[src/rtl/cmp_result_monitor.sv]
// Comparator result monitor: gathers per-window
// lt/gt/eq/error counts and the longest equal run.
module cmp_result_monitor #(
  parameter int CW = 8
) (
  input  logic          clk,
  input  logic          rst_n,
  input  logic          start,
  input  logic [CW-1:0] win_len,
  input  logic          in_valid,
  input  logic [2:0]    in_result,
  output logic          in_ready,
  output logic          out_valid,
  input  logic          out_ready,
  output logic [CW-1:0] lt_cnt,
  output logic [CW-1:0] gt_cnt,
  output logic [CW-1:0] eq_cnt,
  output logic [CW-1:0] err_cnt,
  output logic [CW-1:0] max_eq_run,
  output logic          busy
);

  typedef enum logic [1:0] {
    IDLE,
    COLLECT,
    REPORT
  } state_t;

  localparam logic [CW-1:0] ZERO = '0;
  localparam logic [CW-1:0] ONE  = 1;

  state_t        state_q;
  state_t        state_d;
  logic [CW-1:0] len_q;
  logic [CW-1:0] cnt_q;
  logic [CW-1:0] lt_q;
  logic [CW-1:0] gt_q;
  logic [CW-1:0] eq_q;
  logic [CW-1:0] err_q;
  logic [CW-1:0] run_q;
  logic [CW-1:0] max_q;
  logic [CW-1:0] run_d;
  logic          start_ok;
  logic          accept;
  logic          last;
  logic          is_eq;

  assign start_ok = (state_q == IDLE)
                  && start
                  && (win_len != ZERO);
  assign accept   = in_valid && in_ready;
  assign last     = accept
                  && (cnt_q == len_q - ONE);
  assign is_eq    = (in_result == 3'b001);
  assign run_d    = is_eq ? run_q + ONE : ZERO;

  assign in_ready  = (state_q == COLLECT);
  assign out_valid = (state_q == REPORT);
  assign busy      = (state_q != IDLE);

  assign lt_cnt     = lt_q;
  assign gt_cnt     = gt_q;
  assign eq_cnt     = eq_q;
  assign err_cnt    = err_q;
  assign max_eq_run = max_q;

  // State register
  always_ff @(posedge clk or negedge rst_n) begin
    if (!rst_n) begin
      state_q <= IDLE;
    end else begin
      state_q <= state_d;
    end
  end

  // Next-state: window opens, fills, then waits for handoff
  always_comb begin
    state_d = state_q;
    unique case (state_q)
      IDLE: begin
        if (start_ok) state_d = COLLECT;
      end
      COLLECT: begin
        if (last) state_d = REPORT;
      end
      REPORT: begin
        if (out_ready) state_d = IDLE;
      end
      default: state_d = IDLE;
    endcase
  end

  // Window statistics; held whenever no beat is taken
  always_ff @(posedge clk or negedge rst_n) begin
    if (!rst_n) begin
      len_q <= ZERO;
      cnt_q <= ZERO;
      lt_q  <= ZERO;
      gt_q  <= ZERO;
      eq_q  <= ZERO;
      err_q <= ZERO;
      run_q <= ZERO;
      max_q <= ZERO;
    end else if (start_ok) begin
      len_q <= win_len;
      cnt_q <= ZERO;
      lt_q  <= ZERO;
      gt_q  <= ZERO;
      eq_q  <= ZERO;
      err_q <= ZERO;
      run_q <= ZERO;
      max_q <= ZERO;
    end else if (accept) begin
      cnt_q <= cnt_q + ONE;
      unique case (1'b1)
        (in_result == 3'b100): lt_q <= lt_q + ONE;
        (in_result == 3'b010): gt_q <= gt_q + ONE;
        (in_result == 3'b001): eq_q <= eq_q + ONE;
        default:               err_q <= err_q + ONE;
      endcase
      run_q <= run_d;
      if (run_d > max_q) max_q <= run_d;
    end
  end

endmodule

[config.mk]
export PLATFORM = sky130hd
export DESIGN_NAME = cmp_result_monitor
export DESIGN_NICKNAME = d
export VERILOG_FILES = /design/src/rtl/cmp_result_monitor.sv
export SDC_FILE = /design/constraint.sdc
export NUM_CORES = 1
export LEC_CHECK = 0
export BUFFER_PORTS_ARGS = -buffer_cell sky130_fd_sc_hd__buf_2
export CAP_MARGIN = 10
export CORE_AREA = 3 3 80 120
export CTS_CLUSTER_DIAMETER = 150
export DETAILED_ROUTE_END_ITERATION = 7
export DIE_AREA = 0 0 83 123
export PLACE_DENSITY = 0.7
export SYNTH_ARGS = -nofsm -noshare
export SYNTH_HDL_FRONTEND = slang
export SYNTH_SLANG_ARGS = --single-unit
[constraint.sdc]
create_clock -name clk -period 4.4 [get_ports clk]
set_input_delay 0.88 -clock clk [delete_from_list [all_inputs] [get_ports clk]]
set_output_delay 0.88 -clock clk [all_outputs]
set_load 0.05 [all_outputs]
==> reports/qor.yml, run 1 <==
global_route:
  track_usage_pct: 16.20
  grt_pass1_wl_mm: 13.47
  grt_max_degree: 69
  overflow: 0
  antenna_found_initial: 0
  grt_pass1_vias: 2935
worst_setup_path:
  startpoint_type: "input port"
  r2r.worst_path.cells: 9
  reg2reg_from: "run_q[0]"
  critical_path_class: "input port to flip-flop"
  crit_start: "in_result[0]"
  required_ps: 4570
  reg2reg_to: "max_eq_run[4]"
  ff2ff_setup_slack_ps: 1410
  cp_max_fo: 10
  cp-end-kind: "flip-flop"
  arrival_ps: 3370
yosys:
  yosysSeqAreaShare_pct: 45.99
  ys_ff_latch: 66
  postSynthCellCount: 373
  synth_area_leader_cell: "dfrtp_1"
  yosysWarnings: 0
  synth-edff-count: 0
  synthesis.area_um2: 3591
  synth_top_area_share_pct: 45.99
  ys.flop_type: "dfrtp_1"
  synth_cell_type_count: 47
  syn_area_per_cell_um2: 9.627
  ys_top_cells_by_count: "dfrtp_1, nor2_1, nand2_1"
  yosysMostFrequentCell: "dfrtp_1"
  synthTopCellsByArea: "dfrtp_1, xor2_1, ha_1, nor2_1, xnor2_1"
  synthArstFlopShare_pct: 100.0
  synth_nets: 404
clocking:
  clk_latency_ps: 330
  htreeDepth: 3
  cts_tree: "done"
  cts-root-buf: "clkbuf_16"
  holdBufCountCts: 0
  cts_buffer_depth: 2
  post-cts-setup-buffer-count: 0
  cts_resized: 0
  cts.clk_slew.worst_paths_ps: 50
  cts_buffers: 9
  clock-sinks: 66
finish:
  area_growth_pct: 18.78
  drive_above_1_share_pct: 19.91
  nNetsFinal: 463
  register_area_um2: 1652
  fill_cells: 836
  multi_input_area_um2: 1844
  diodes: 0
sta:
  rsz0062_at_grt: "false"
  drv_slew: 0
  fin_crit_ps: 3192
  hold_violations: 0
  fin_crit_sh_pct: 72.53
  setup_violations: 0
  worst_pin_slew_ps: 705.5
  timing.hold.ws_ps: 547.4
  relSlewSlack_pct: 52.60
  fmax_mhz: 313.3
  fin_setup_tns_ps: 0
  setup_slack_ps: 1208
  finClkSkew_ps: 8.880
route:
  final_antenna_net_count: 0
  drtPass1Iterations: 4
  via_per_inst: 5.375
  drt_iter0_markers: 222
  routed_wirelength_mm: 7.988
  wl_per_cell_um: 14.60
  drc_errors: 0
  vias: 2940
floorplan:
  core-area_um2: 8723
  ioPinCount: 59
  die_area_um2: 10210
  die_h_um: 123
  fp.dieW_um: 83
  start_util_pct: 41.16
  rows: 42
flow_run:
  drv_cap: 0
outcome:
  outcome: "complete, no violations"
pwr:
  netSwitchingFraction_pct: 39.21
  combPwrFrac_pct: 32.7
  netSwitchingPower_uw: 898.3
  ir_drop_v: 0.0002855
  pwr-share-seq_pct: 39.0
  leakage_nw: 2.070
  p_int_mw: 1.392
  clockPowerShare_pct: 28.3
  power_per_cell_area_nw_per_um2: 537.1
min_path:
  worst_hold_path.endpoint: "run_q[4]"
  worstHoldPathCells: 2
  hp-class: "flip-flop to flip-flop"
  hp-start: "run_q[4]"
placed_design:
  port_buffers: 58
  dp_hpwl_mm: 5.729
  gp_congestion: 0.8696
  post-place-ws_ps: 903.4
==> logic make-up (layout without fill, tap and decap cells) <==
| family | count (synthesis) | in the layout | synth area share [%] |
|---|---|---|---|
| AND/OR/NAND/NOR | 155 | 155 | 22.30 |
| flip-flops | 66 | 66 | 45.99 |
| AO/OA/AOI/OAI | 50 | 50 | 8.467 |
| XOR/XNOR | 45 | 45 | 10.98 |
| buffers and inverters | 28 | 92 | 2.962 |
| adder cells (fa/ha/maj) | 15 | 15 | 5.226 |
| multiplexers | 14 | 14 | 4.077 |
==> placed cells by master (no fill, tap or decap), drive strengths merged, types with 9 or more instances in the layout <==
| master | n |
|---|---|
| xor2 | 29 |
| nand4 | 18 |
| o21ai | 13 |
| nand2 | 35 |
| buf | 60 |
| xnor2 | 16 |
| nor2 | 50 |
| ha | 15 |
| mux2i | 9 |
| dfrtp | 66 |
| inv | 16 |
| clkbuf | 14 |
| a21oi | 23 |
==> sequential cells by signal, indices dropped and copies added (netlist names) <==
name,cells
cnt_q,8
eq_cnt,8
err_cnt,8
gt_cnt,8
len_q,8
lt_cnt,8
max_eq_run,8
run_q,8
state_q,2
==> critical path, stage by stage <==
cell	delay, ps
buf_2	150
or3b_2	600
a21oi_1	270
ha_1	310
a21oi_1	200
o2111ai_1	160
o211ai_2	490
mux2i_1	250
nor2_1	60
==> per-layer routing <==
metal  up-vias  part of all wire [%]  GRT usage, %
li1       1411                     -             -
met1      1451                    40         18.08
met2        57                    54         29.17
met3        21                   3.4         3.600
met4         0                   2.7         7.873
met5         -                     0             0
==> cell type report <==
class | count | area share (%)
Inverter | 16 | 1.408
Clock buffer | 14 | 5.955
Clock inverter | 2 | 0.2933
Timing Repair Buffer | 60 | 7.158
Multi-Input combinational cell | 279 | 43.24
Tap cell | 110 | 3.227
Sequential cell | 66 | 38.72
==> per-stage QoR <==
step | area [um2] | utilization [%] | instances | power, mW
2_1_floorplan | 3591 | - | 373 | 1.455
3_3_place_gp | 3999 | 45.84 | 531 | 1.623
3_5_place_dp | 3999 | 45.84 | 531 | 1.655
4_1_cts | 4265 | 48.90 | 547 | 2.310
5_1_grt | 4265 | 48.90 | 547 | 2.426
6_report | 4265 | 48.90 | 547 | 2.291
==> how the worst max path moves through the flow <==
stage,end,slack [ps],cells past startpoint
4_1_cts,max_eq_run[5],1230,9
6_report,max_eq_run[4],1210,9
3_3_place_gp,max_eq_run[2],1000,9
3_5_place_dp,max_eq_run[5],900,9
2_1_floorplan,max_eq_run[2],1330,9
5_1_grt,max_eq_run[5],930,9
==> power groups by stage <==
| stage | Clock (mW) | Sequential (mW) | Combinational, mW |
|---|---|---|---|
| after CTS | 0.659 | 0.895 | 0.756 |
| after detailed placement | 0 | 0.902 | 0.752 |
| after floorplan | 0 | 1.04 | 0.411 |
| after global placement | 0 | 0.894 | 0.729 |
| final | 0.648 | 0.894 | 0.748 |
| after global routing | 0.682 | 0.915 | 0.828 |
(Power assumes the default switching activity.)
==> run 2, diff against run 1 <==
- PLACE_DENSITY: 0.7 -> 0.72
- clock period: 4.4 -> 2.65 ns (I/O delays scaled with it)
==> reports/qor.yml, run 2 (synthesis results as in run 1) <==
pwr:
  ir_drop_v: 0.0005225
  power_per_cell_area_nw_per_um2: 872.1
  leakage_nw: 2.197
worst_setup_path:
  cp_max_fo: 10
  reg2reg_from: "run_q[0]"
  ff2ff_setup_slack_ps: 40
  arrival_ps: 2780
  r2r.worst_path.cells: 10
  reg2reg_to: "max_eq_run[2]"
  startpoint_type: "flip-flop"
  cp-end-kind: "flip-flop"
  critical_path_class: "flip-flop to flip-flop"
  required_ps: 2820
finish:
  final_cell_mix: "dfrtp_1, buf_2, nor2_1"
  final_common_cell: "dfrtp_1"
  area_growth_pct: 26.69
  diodes: 0
  drive_above_1_share_pct: 27.07
  nNetsFinal: 484
sta:
  rsz0062_at_grt: "true"
  fin_crit_ps: 2608
  fin_crit_sh_pct: 98.42
  finClkSkew_ps: 7.900
  relSlewSlack_pct: 26.06
  fin_setup_tns_ps: 0
  worst_pin_slew_ps: 1107
  hold_violations: 0
  setup_violations: 0
  fmax_mhz: 383.4
  drv_slew: 0
  timing.hold.ws_ps: 186.9
floorplan:
  die_h_um: 123
  start_util_pct: 41.16
  rows: 42
  core-area_um2: 8723
  fp.dieW_um: 83
  die_area_um2: 10210
  ioPinCount: 59
route:
  drc_errors: 0
  drtPass1Iterations: 4
  routed_wirelength_mm: 8.377
  final_antenna_net_count: 0
  via_per_inst: 5.294
  drt_iter0_markers: 217
  wl_per_cell_um: 14.75
  vias: 3007
global_route:
  overflow: 0
  grt_max_degree: 45
  grt_pass1_wl_mm: 14.15
  track_usage_pct: 17.29
  grt_pass1_vias: 3091
  antenna_found_initial: 0
placed_design:
  gp_congestion: 0.8018
  port_buffers: 58
  dp_hpwl_mm: 6.007
clocking:
  htreeDepth: 3
  cts_tree: "done"
  cts.clk_slew.worst_paths_ps: 60
  clk_latency_ps: 330
  clock-sinks: 66
  cts_buffer_depth: 2
  cts-root-buf: "clkbuf_16"
  cts_buffers: 9
  holdBufCountCts: 0
min_path:
  hp-class: "input port to asynchronous set/reset pin"
flow_run:
  drv_cap: 0
outcome:
  outcome: "complete, no violations"
==> run 2: area by class of cell <==
type                            count  area, um2
Inverter                           16      60.06
Fill cell                         807       4174
Clock buffer                       11      252.7
Clock inverter                      5      52.55
Timing Repair Buffer               81      488.0
Sequential cell                    66       1652
Multi-Input combinational cell    279       1907
Tap cell                          110      137.6
==> run 2: critical path, cell delays in order, from the launching register on <==
cell and delay (ps):
dfrtp_1 390, nand4_1 140, or4_1 510, a21oi_2 220, ha_4 240, a21oi_2 160, o2111ai_1 140, o211ai_2 200
buf_12 160, mux2i_2 220, nor2_1 60
==> run 2: repair_timing <==
| action | CTS | global route |
|---|---|---|
| hold endpoints to repair | 0 | 0 |
| buffers inserted | 2 | 2 |
| pin swaps | 0 | 5 |
| setup endpoints to repair | 7 | 8 |
| resized for setup | 1 | 10 |
==> run 2: report_power, final <==
group / leakage, nW / total [mW] / internal [mW] / switching [mW]
registers: 0.883 / 1.47 / 1.21 / 0.268
logic: 1.16 / 1.29 / 0.488 / 0.803
clock network: 0.151 / 1.20 / 0.773 / 0.429
==> run 2: worst max path at each step <==
stage                       from             to  slack [ps]  depth (start not counted)
floorplan           in_result[1]  max_eq_run[2]           1                          9
global placement    in_result[1]  max_eq_run[7]         -40                         10
detailed placement  in_result[1]  max_eq_run[3]        -130                         10
CTS                     run_q[0]  max_eq_run[3]          20                         10
global route            run_q[0]  max_eq_run[2]        -110                         10
finish                  run_q[0]  max_eq_run[2]          40                         10
==> run 2: routing by layer <==
metal	part of all wire (%)	track usage, %
met1	40	17.93
met2	55	32.68
met3	2.9	4.267
met4	2.6	7.873
met5	0	0
==> run 2: metrics by stage <==
stage / instances / total power, mW / area [um2] / util, % / setup WS [ps]
6_report: 568 / 3.968 / 4549 / 52.15 / 41.84
4_1_cts: 566 / 4.002 / 4487 / 51.43 / 16.90
5_1_grt: 568 / 4.203 / 4549 / 52.15 / -105.3
2_1_floorplan: 373 / 2.416 / 3608 / - / 1.329
3_5_place_dp: 548 / 2.777 / 4163 / 47.72 / -126.3
3_3_place_gp: 548 / 2.735 / 4163 / 47.72 / -39.49
